$ cat src/rtl/ex_mem_stage.sv
`default_nettype none
// ============================================================================
// Module      : ex_mem_stage
// Description : EX/MEM pipeline stage. Captures the ALU result, store data,
//               destination register and control bits. Resolves conditional
//               branches and computes the branch target at capture time.
//               A valid/ready handshake on both sides is backed by a 2-entry
//               skid buffer (main register M drives the outputs, skid S
//               absorbs one extra entry), so in_ready is purely registered.
// Revision    : 1.0 - initial release
// ============================================================================
module ex_mem_stage (
  input  logic        clk,
  input  logic        rst_n,
  input  logic        in_valid,
  output logic        in_ready,
  input  logic [31:0] alu_result,
  input  logic        zero,
  input  logic [31:0] store_data,
  input  logic [4:0]  rd,
  input  logic        reg_write,
  input  logic        mem_read,
  input  logic        mem_write,
  input  logic [1:0]  branch_type,
  input  logic [31:0] pc_plus4,
  input  logic [31:0] branch_offset,
  input  logic        flush,
  output logic        out_valid,
  input  logic        out_ready,
  output logic [31:0] out_alu_result,
  output logic [31:0] out_store_data,
  output logic [4:0]  out_rd,
  output logic        out_reg_write,
  output logic        out_mem_read,
  output logic        out_mem_write,
  output logic        br_taken,
  output logic [31:0] br_target,
  output logic        fwd_valid,
  output logic [4:0]  fwd_rd,
  output logic [31:0] fwd_data
);

  localparam logic [1:0] BR_NONE = 2'b00;
  localparam logic [1:0] BR_EQZ  = 2'b01;
  localparam logic [1:0] BR_NEZ  = 2'b10;
  localparam logic [1:0] BR_ALW  = 2'b11;

  typedef struct packed {
    logic [31:0] alu;
    logic [31:0] sdata;
    logic [4:0]  rd;
    logic        reg_write;
    logic        mem_read;
    logic        mem_write;
    logic        taken;
    logic [31:0] target;
  } entry_t;

  entry_t m_q, m_d, s_q, s_d, in_entry;
  logic   m_valid_q, m_valid_d, s_valid_q, s_valid_d;
  logic   in_taken, accept, fire;

  // Branch resolution and payload packing of the incoming entry
  always_comb begin
    in_taken = 1'b0;
    case (branch_type)
      BR_NONE: in_taken = 1'b0;
      BR_EQZ:  in_taken = zero;
      BR_NEZ:  in_taken = ~zero;
      BR_ALW:  in_taken = 1'b1;
      default: in_taken = 1'b0;
    endcase
    in_entry.alu       = alu_result;
    in_entry.sdata     = store_data;
    in_entry.rd        = rd;
    in_entry.reg_write = reg_write;
    in_entry.mem_read  = mem_read;
    in_entry.mem_write = mem_write;
    in_entry.taken     = in_taken;
    in_entry.target    = pc_plus4 + {branch_offset[29:0], 2'b00};
  end

  assign in_ready = ~s_valid_q;
  assign accept   = in_valid & in_ready;
  assign fire     = m_valid_q & out_ready;

  // Next-state of main and skid registers; flush beats wrong-path drop beats move/load
  always_comb begin
    m_d       = m_q;
    s_d       = s_q;
    m_valid_d = m_valid_q;
    s_valid_d = s_valid_q;
    if (flush) begin
      m_valid_d = 1'b0;
      s_valid_d = 1'b0;
    end else if (fire && m_q.taken) begin
      // Entries behind a taken branch are on the wrong path
      m_valid_d = 1'b0;
      s_valid_d = 1'b0;
    end else if (!m_valid_q || fire) begin
      if (s_valid_q) begin
        m_d       = s_q;
        m_valid_d = 1'b1;
        s_valid_d = 1'b0;
      end else begin
        if (accept) m_d = in_entry;
        m_valid_d = accept;
      end
    end else if (accept) begin
      s_d       = in_entry;
      s_valid_d = 1'b1;
    end
  end

  // State registers with asynchronous clear
  always_ff @(posedge clk or negedge rst_n) begin
    if (!rst_n) begin
      m_q       <= '0;
      s_q       <= '0;
      m_valid_q <= 1'b0;
      s_valid_q <= 1'b0;
    end else begin
      m_q       <= m_d;
      s_q       <= s_d;
      m_valid_q <= m_valid_d;
      s_valid_q <= s_valid_d;
    end
  end

  assign out_valid      = m_valid_q;
  assign out_alu_result = m_q.alu;
  assign out_store_data = m_q.sdata;
  assign out_rd         = m_q.rd;
  assign out_reg_write  = m_q.reg_write;
  assign out_mem_read   = m_q.mem_read;
  assign out_mem_write  = m_q.mem_write;
  assign br_taken       = m_valid_q & m_q.taken;
  assign br_target      = m_q.target;
  assign fwd_valid      = m_valid_q & m_q.reg_write & (m_q.rd != 5'd0);
  assign fwd_rd         = m_q.rd;
  assign fwd_data       = m_q.alu;

endmodule
`default_nettype wire
$ cat config.mk
export PLATFORM = sky130hd
export DESIGN_NAME = ex_mem_stage
export DESIGN_NICKNAME = d
export VERILOG_FILES = /design/src/rtl/ex_mem_stage.sv
export SDC_FILE = /design/constraint.sdc
export NUM_CORES = 1
export LEC_CHECK = 0
export BUFFER_PORTS_ARGS = -buffer_cell sky130_fd_sc_hd__clkbuf_2
export CAP_MARGIN = 30
export CORE_UTILIZATION = 50
export CTS_BUF_LIST = sky130_fd_sc_hd__clkbuf_8
export CTS_CLUSTER_SIZE = 16
export DETAILED_ROUTE_END_ITERATION = 12
export MAX_ROUTING_LAYER = met4
export PLACE_DENSITY = 0.75
export SYNTH_ARGS = -nofsm -noshare
export SYNTH_HDL_FRONTEND = slang
export SYNTH_SLANG_ARGS = --single-unit
$ cat constraint.sdc
create_clock -name clk -period 5.8 [get_ports clk]
set_clock_uncertainty 0.15 [all_clocks]
set_input_delay 0.87 -clock clk [delete_from_list [all_inputs] [get_ports clk]]
set_output_delay 0.87 -clock clk [all_outputs]
set_load 0.01 [all_outputs]
After elaboration in Yosys (flattened, before gate mapping)
Index checks and enable logic that the tools add are counted.
{ "word_totals": {"register_bits": 212, "input_bits": 144, "out_inout_bits": 145, "word_cells": 53} }
{ "op_classes": {"add_sub_neg": 1, "eq_ne": 3, "muxes": 11, "n_bitwise": 10, "n_reduce_logical": 10} }
{ "ops": {"columns": ["op", "count"], "rows": [
  ["$mux 105", 2],
  ["$add 32x32->32", 1],
  ["$mux 1", 8],
  ["$reduce_and 4->1", 2],
  ["$and 1x1->1", 5],
  ["$not 1->1", 5],
  ["$reduce_bool 5->1", 1],
  ["$eq 2x2->1 const B", 2],
  ["$pmux 1 s4", 1],
  ["$reduce_bool 4->1", 1],
  ["$reduce_bool 3->1", 1],
  ["$eq 2x1->1 const B", 1],
  ["$logic_not 2->1", 1],
  ["$reduce_bool 2->1", 1],
  ["$logic_and 1x1->1", 1],
  ["$logic_not 1->1", 1],
  ["$logic_or 1x1->1", 1]
]} }

Logic depth before layout (Yosys ltp)
{ "logic_depth": {"depth_word": 6, "mapped_depth": 10, "mapped_depth_nobuf": 10} }

Worst setup path after synthesis
Ideal clock, no wire load.
{ "synth_timing": {"path_kind": "input port to flip-flop", "startpoint": "input port pc_plus4[2]", "endpoint": "register s_q[24] (netlist bit)", "setup_time_ns": 0.125, "t_arrival_ns": 2.641, "required_ns": 5.525, "setup_slack_ns": 2.884, "stages": 9, "n_path_buf": 0, "cell_sequence": "ha_1 inv_1 fa_1 nor2b_1 o2111ai_1 nor4b_1 o31ai_1 xor2_1 mux2_2"} }
{ "synth_via": {"elab_chain_cells": 1} }
{ "synth_lines": {"columns": ["item", "line", "rtl"], "rows": [
  ["start, declared", "25", "input logic [31:0] pc_plus4,"],
  ["$add 32x32->32", "80", "in_entry.target = pc_plus4 + {branch_offset[29:0], 2'b00};"],
  ["end signal, assigned", "119", "s_q <= '0;"],
  ["end signal, assigned", "124", "s_q <= s_d;"],
  ["end, declared", "59", "entry_t m_q, m_d, s_q, s_d, in_entry;"]
]} }
No other way between the ends.
A chain may end at the register's enable or synchronous reset.

Worst setup path after layout
{ "layout_timing": {"startpoint": "register s_valid_q", "endpoint": "output port in_ready"} }
{ "layout_via": {"elab_chain_cells": 1} }
{ "layout_lines": {"columns": ["item", "line", "rtl"], "rows": [
  ["start, declared", "60", "logic m_valid_q, m_valid_d, s_valid_q, s_valid_d;"],
  ["start signal, assigned", "126", "s_valid_q <= s_valid_d;"],
  ["$not 1->1", "83", "assign in_ready = ~s_valid_q;"],
  ["end, declared", "16", "output logic in_ready,"]
]} }
No other way between the ends.

==> results.md <==
- H-tree depth: 2
- Setup bufs post-CTS: 0
- Compound-Gate Fraction of Synth Area: ~12%
- TNS Setup: 0 ps
- CP arrival: ~2500 ps
- Worst path slowest cell: dfrtp_4
- Wire per inst: ~15 um
- GRT Residual Overflow: 0
- DRC: 0
- Initial drt markers: ~360
- Port Buf Inserts: about 290
- Worst VDD drop: ~0.00021 V
- Internal power: 3.00 mW
- Number of global-route vias before repair: roughly 9000
- Xor and xnor area share after synthesis: about 2.1%
- Area of the multi-input gates: just under 5000 um2
- I/O pins: just under 300
- Rows: 55
- CP Capture Type: primary output
- Largest family of logic cells by synthesized area: simple AND/OR/NAND/NOR gates
- Worst-margin pin slew: about 1100 ps
- Achievable clock frequency: 281 MHz
- Worst Setup Start Kind: register
- Placer congestion estimate: roughly 0.89
- HPWL after DPL: between 15000 and 20000 um
- Post-Syn Instances: between 1000 and 1500
- Adder-Cell Fraction of Synth Area: under 10%
- Global Route Usage Sum: 23.6%
- Critical path's largest stage delay: ~750 ps
- Hold Violations, Final: 0
- Syn nets: ~1500
- Synth Register Bits: 212
- Post-route antenna net violation count: 0
- Clock Latency Late Sink: approximately 500 ps
- Lkg Pwr: 6.54 nW
- Pin count of the biggest net entering global routing: 115
- Pre-antenna DRT Iters: 4
- Pins Over Slew Limit: 0
- Total power: roughly 4.4 mW
- WL final: approximately 27000 um
- Clock power share: 29.7%
- Via-per-instance ratio: approximately 5.2
- Run status: finished, final reports clean
- Syn-to-layout area delta: 11.6%
- Initial core utilization: 50.9%
- CTS max path bufs: 3
- Yosys warns: 0
- Power per Cell Area: ~340 nW/um2
- Crit path max-delay family: buffers and inverters
- Initial antenna violation count: 4
- Sink Count: between 200 and 250
- Core box area: 22600 um2
- Final setup vio count: 0
- Post_cts resized: 0
- Setup CP Type: register to primary output
- Mux share of post-synthesis cell area: between 7 and 8%
- Syn Area/Cell: 8.87 um2
- TritonCTS clock tree: done
- Number of flops mapped to enable cells by yosys: 0
- Post-synthesis sequential area ratio: 46.2%
- Final net count: between 1500 and 2000
- First-pass GRT wire length: around 44000 um
- Sw power: 1.43 mW
- Fin crit share: between 60% and 70%
- Data required time of the worst path: about 4800 ps
- Mapped cell area: roughly 11000 um2
- Unrepaired setup endpoints after global routing: no
- Die X: roughly 150 um
- Max-cap violation count: 0
- Switching share of power: between 30 and 40%
- Worst path buffer plus inverter count: 3
- Die area: 23600 um2
- Worst Hold Class: input pin to asynchronous set/reset pin
- Async set-reset flop share out of synthesis: 100%
- Tmin final: roughly 3600 ps
- Worst path cell trace: buf_4, inv_2, clkbuf_2
- Worst slew margin: between 20% and 30%
- Die Y-Extent: 154 um
- Crit Path Max Fanout: 46
- Clock slew at reported path FFs: 60 ps
- Count of cell types in the netlist: 56
- Sequential power share: a little under half
- Total CTS buffers: 38
- Filler cells: 2053
- Via count: between 9000 and 10000
- Hold_buf cts: 0
- Clock root cell: clkbuf_8
- Share of cells above drive strength 1: approximately a quarter
- Ys flop type: dfrtp_1
- Logic pwr share: 23.6%
- Post-Synth Simple-Gate Area: between 10% and 20%
- Storage element area: about 5300 um2
[path summary, 6_finish.rpt]
path / from / endpoint / slack (ps) / depth (start not counted)
min in group clk: s_q[5] / s_q[5] / 320 / 2
worst max-delay path: s_valid_q / in_ready / 2250 / 3
worst max register to register: s_valid_q / s_q[25] / 2410 / 6
worst min-delay path: rst_n / fwd_data[11] / 250 / 1
max in group asynchronous: rst_n / s_valid_q / 3950 / 2
worst min register to register: s_q[5] / s_q[5] / 320 / 2
[cell usage after synthesis, types with 3 or more instances]
library cell / n / area, um2
a211oi_1: 3 / 22.5
a21o_1: 6 / 45.0
a21oi_1: 53 / 265
a221oi_1: 3 / 26.3
a31oi_1: 10 / 62.6
and2_1: 4 / 25.0
and3_1: 8 / 50.1
buf_1: 3 / 11.3
buf_2: 11 / 55.1
buf_4: 138 / 1040
clkbuf_1: 52 / 195
dfrtp_1: 212 / 5310
ha_1: 29 / 363
inv_1: 8 / 30.0
mux2_2: 5 / 56.3
mux2i_1: 82 / 821
nand2_1: 384 / 1440
nand2b_1: 4 / 25.0
nand3_1: 12 / 60.1
nand4_1: 8 / 50.1
nor2_1: 43 / 161
nor2b_1: 3 / 18.8
nor3_1: 10 / 50.1
nor3b_1: 3 / 22.5
o21a_1: 6 / 45.0
o21ai_0: 102 / 510
o21ai_1: 26 / 130
o22ai_1: 8 / 50.1
or3_1: 4 / 25.0
xnor2_1: 10 / 87.6
xor2_1: 17 / 149
[per-layer routing]
metal / wire length [um] / up-vias / track usage [%] / part of all wire, %
met4: 649 / 0 / 8.57 / 2.4
met2: 12700 / 280 / 38.6 / 48
li1: - / 4469 / - / -
met3: 1510 / 48 / 4.62 / 5.7
met1: 11700 / 4260 / 29.0 / 44
met5: 0 / - / - / 0
[kinds of logic (layout without fill, tap and decap cells)]
| logic type | after synthesis | in the layout |
|---|---|---|
| AOI/OAI and AO/OA | 239 | 239 |
| xor gates and xnor gates | 27 | 27 |
| adders and majority gates | 30 | 30 |
| buffers and inverters | 213 | 370 |
| DFF | 212 | 212 |
| muxes | 87 | 87 |
| other | 0 | 3 |
| and+or+nand+nor | 487 | 487 |
[stage by stage]
| step | instance area, um2 | instances | setup WS (ps) | utilization, % | hold WS (ps) |
|---|---|---|---|---|---|
| 6_report | 12800 | 1740 | 2250 | 56.8 | 252 |
| 5_1_grt | 12800 | 1740 | 2120 | 56.8 | 300 |
| 4_1_cts | 12800 | 1737 | 2190 | 56.8 | 294 |
| 3_5_place_dp | 12100 | 1673 | 2280 | 53.6 | 312 |
| 3_3_place_gp | 12100 | 1673 | 2330 | 53.6 | 306 |
| 2_1_floorplan | 11500 | 1295 | 2880 | - | 295 |
[layout by cell type, fill, tap and decap left out, drive strengths merged, types with 2 or more instances in the layout]
master | netlist | final
clkinv | 0 | 3
and3 | 8 | 8
a221oi | 3 | 3
nand4 | 8 | 8
dfrtp | 212 | 212
xnor2 | 10 | 10
inv | 9 | 25
nor2 | 43 | 43
a211oi | 3 | 3
xor2 | 17 | 17
ha | 29 | 29
o2bb2ai | 2 | 2
mux2 | 5 | 5
nor3b | 3 | 3
diode | 0 | 3
o21ai | 129 | 129
clkbuf | 52 | 328
o22ai | 8 | 8
nand2b | 4 | 4
mux2i | 82 | 82
a21oi | 55 | 55
o211ai | 2 | 2
a31oi | 12 | 12
nor2b | 3 | 3
buf | 152 | 12
nand3 | 12 | 12
o21a | 6 | 6
nand2 | 384 | 384
nor3 | 10 | 10
or3 | 4 | 4
a21o | 6 | 6
and2 | 4 | 4
o2111ai | 2 | 2
[flip-flops by register name (all words and copies together), names as in the netlist]
name	cells
out_mem_write	1
s_q	105
out_store_data	32
fwd_rd	5
fwd_data	32
s_valid_q	1
br_target	32
out_valid	1
out_mem_read	1
out_reg_write	1
m_q	1
[power groups by stage]
| stage | clock network (mW) | logic (mW) | registers, mW |
|---|---|---|---|
| 2_1_floorplan | 0 | 0.912 | 2.02 |
| 3_3_place_gp | 0 | 1.02 | 2.07 |
| 3_5_place_dp | 0 | 1.05 | 2.09 |
| 4_1_cts | 1.35 | 1.05 | 2.07 |
| 5_1_grt | 1.43 | 1.18 | 2.11 |
| 6_report | 1.31 | 1.04 | 2.06 |
[final cells by class]
cell class / instances / area share (%)
Sequential cell: 212 / 41.4
Multi-Input combinational cell: 870 / 38.1
Timing Repair Buffer: 297 / 11.9
Clock buffer: 43 / 4.62
Tap cell: 285 / 2.78
Clock inverter: 21 / 0.917
Inverter: 9 / 0.264
Antenna cell: 3 / 0.0586
No activity file was read; power rests on OpenSTA's default activity.
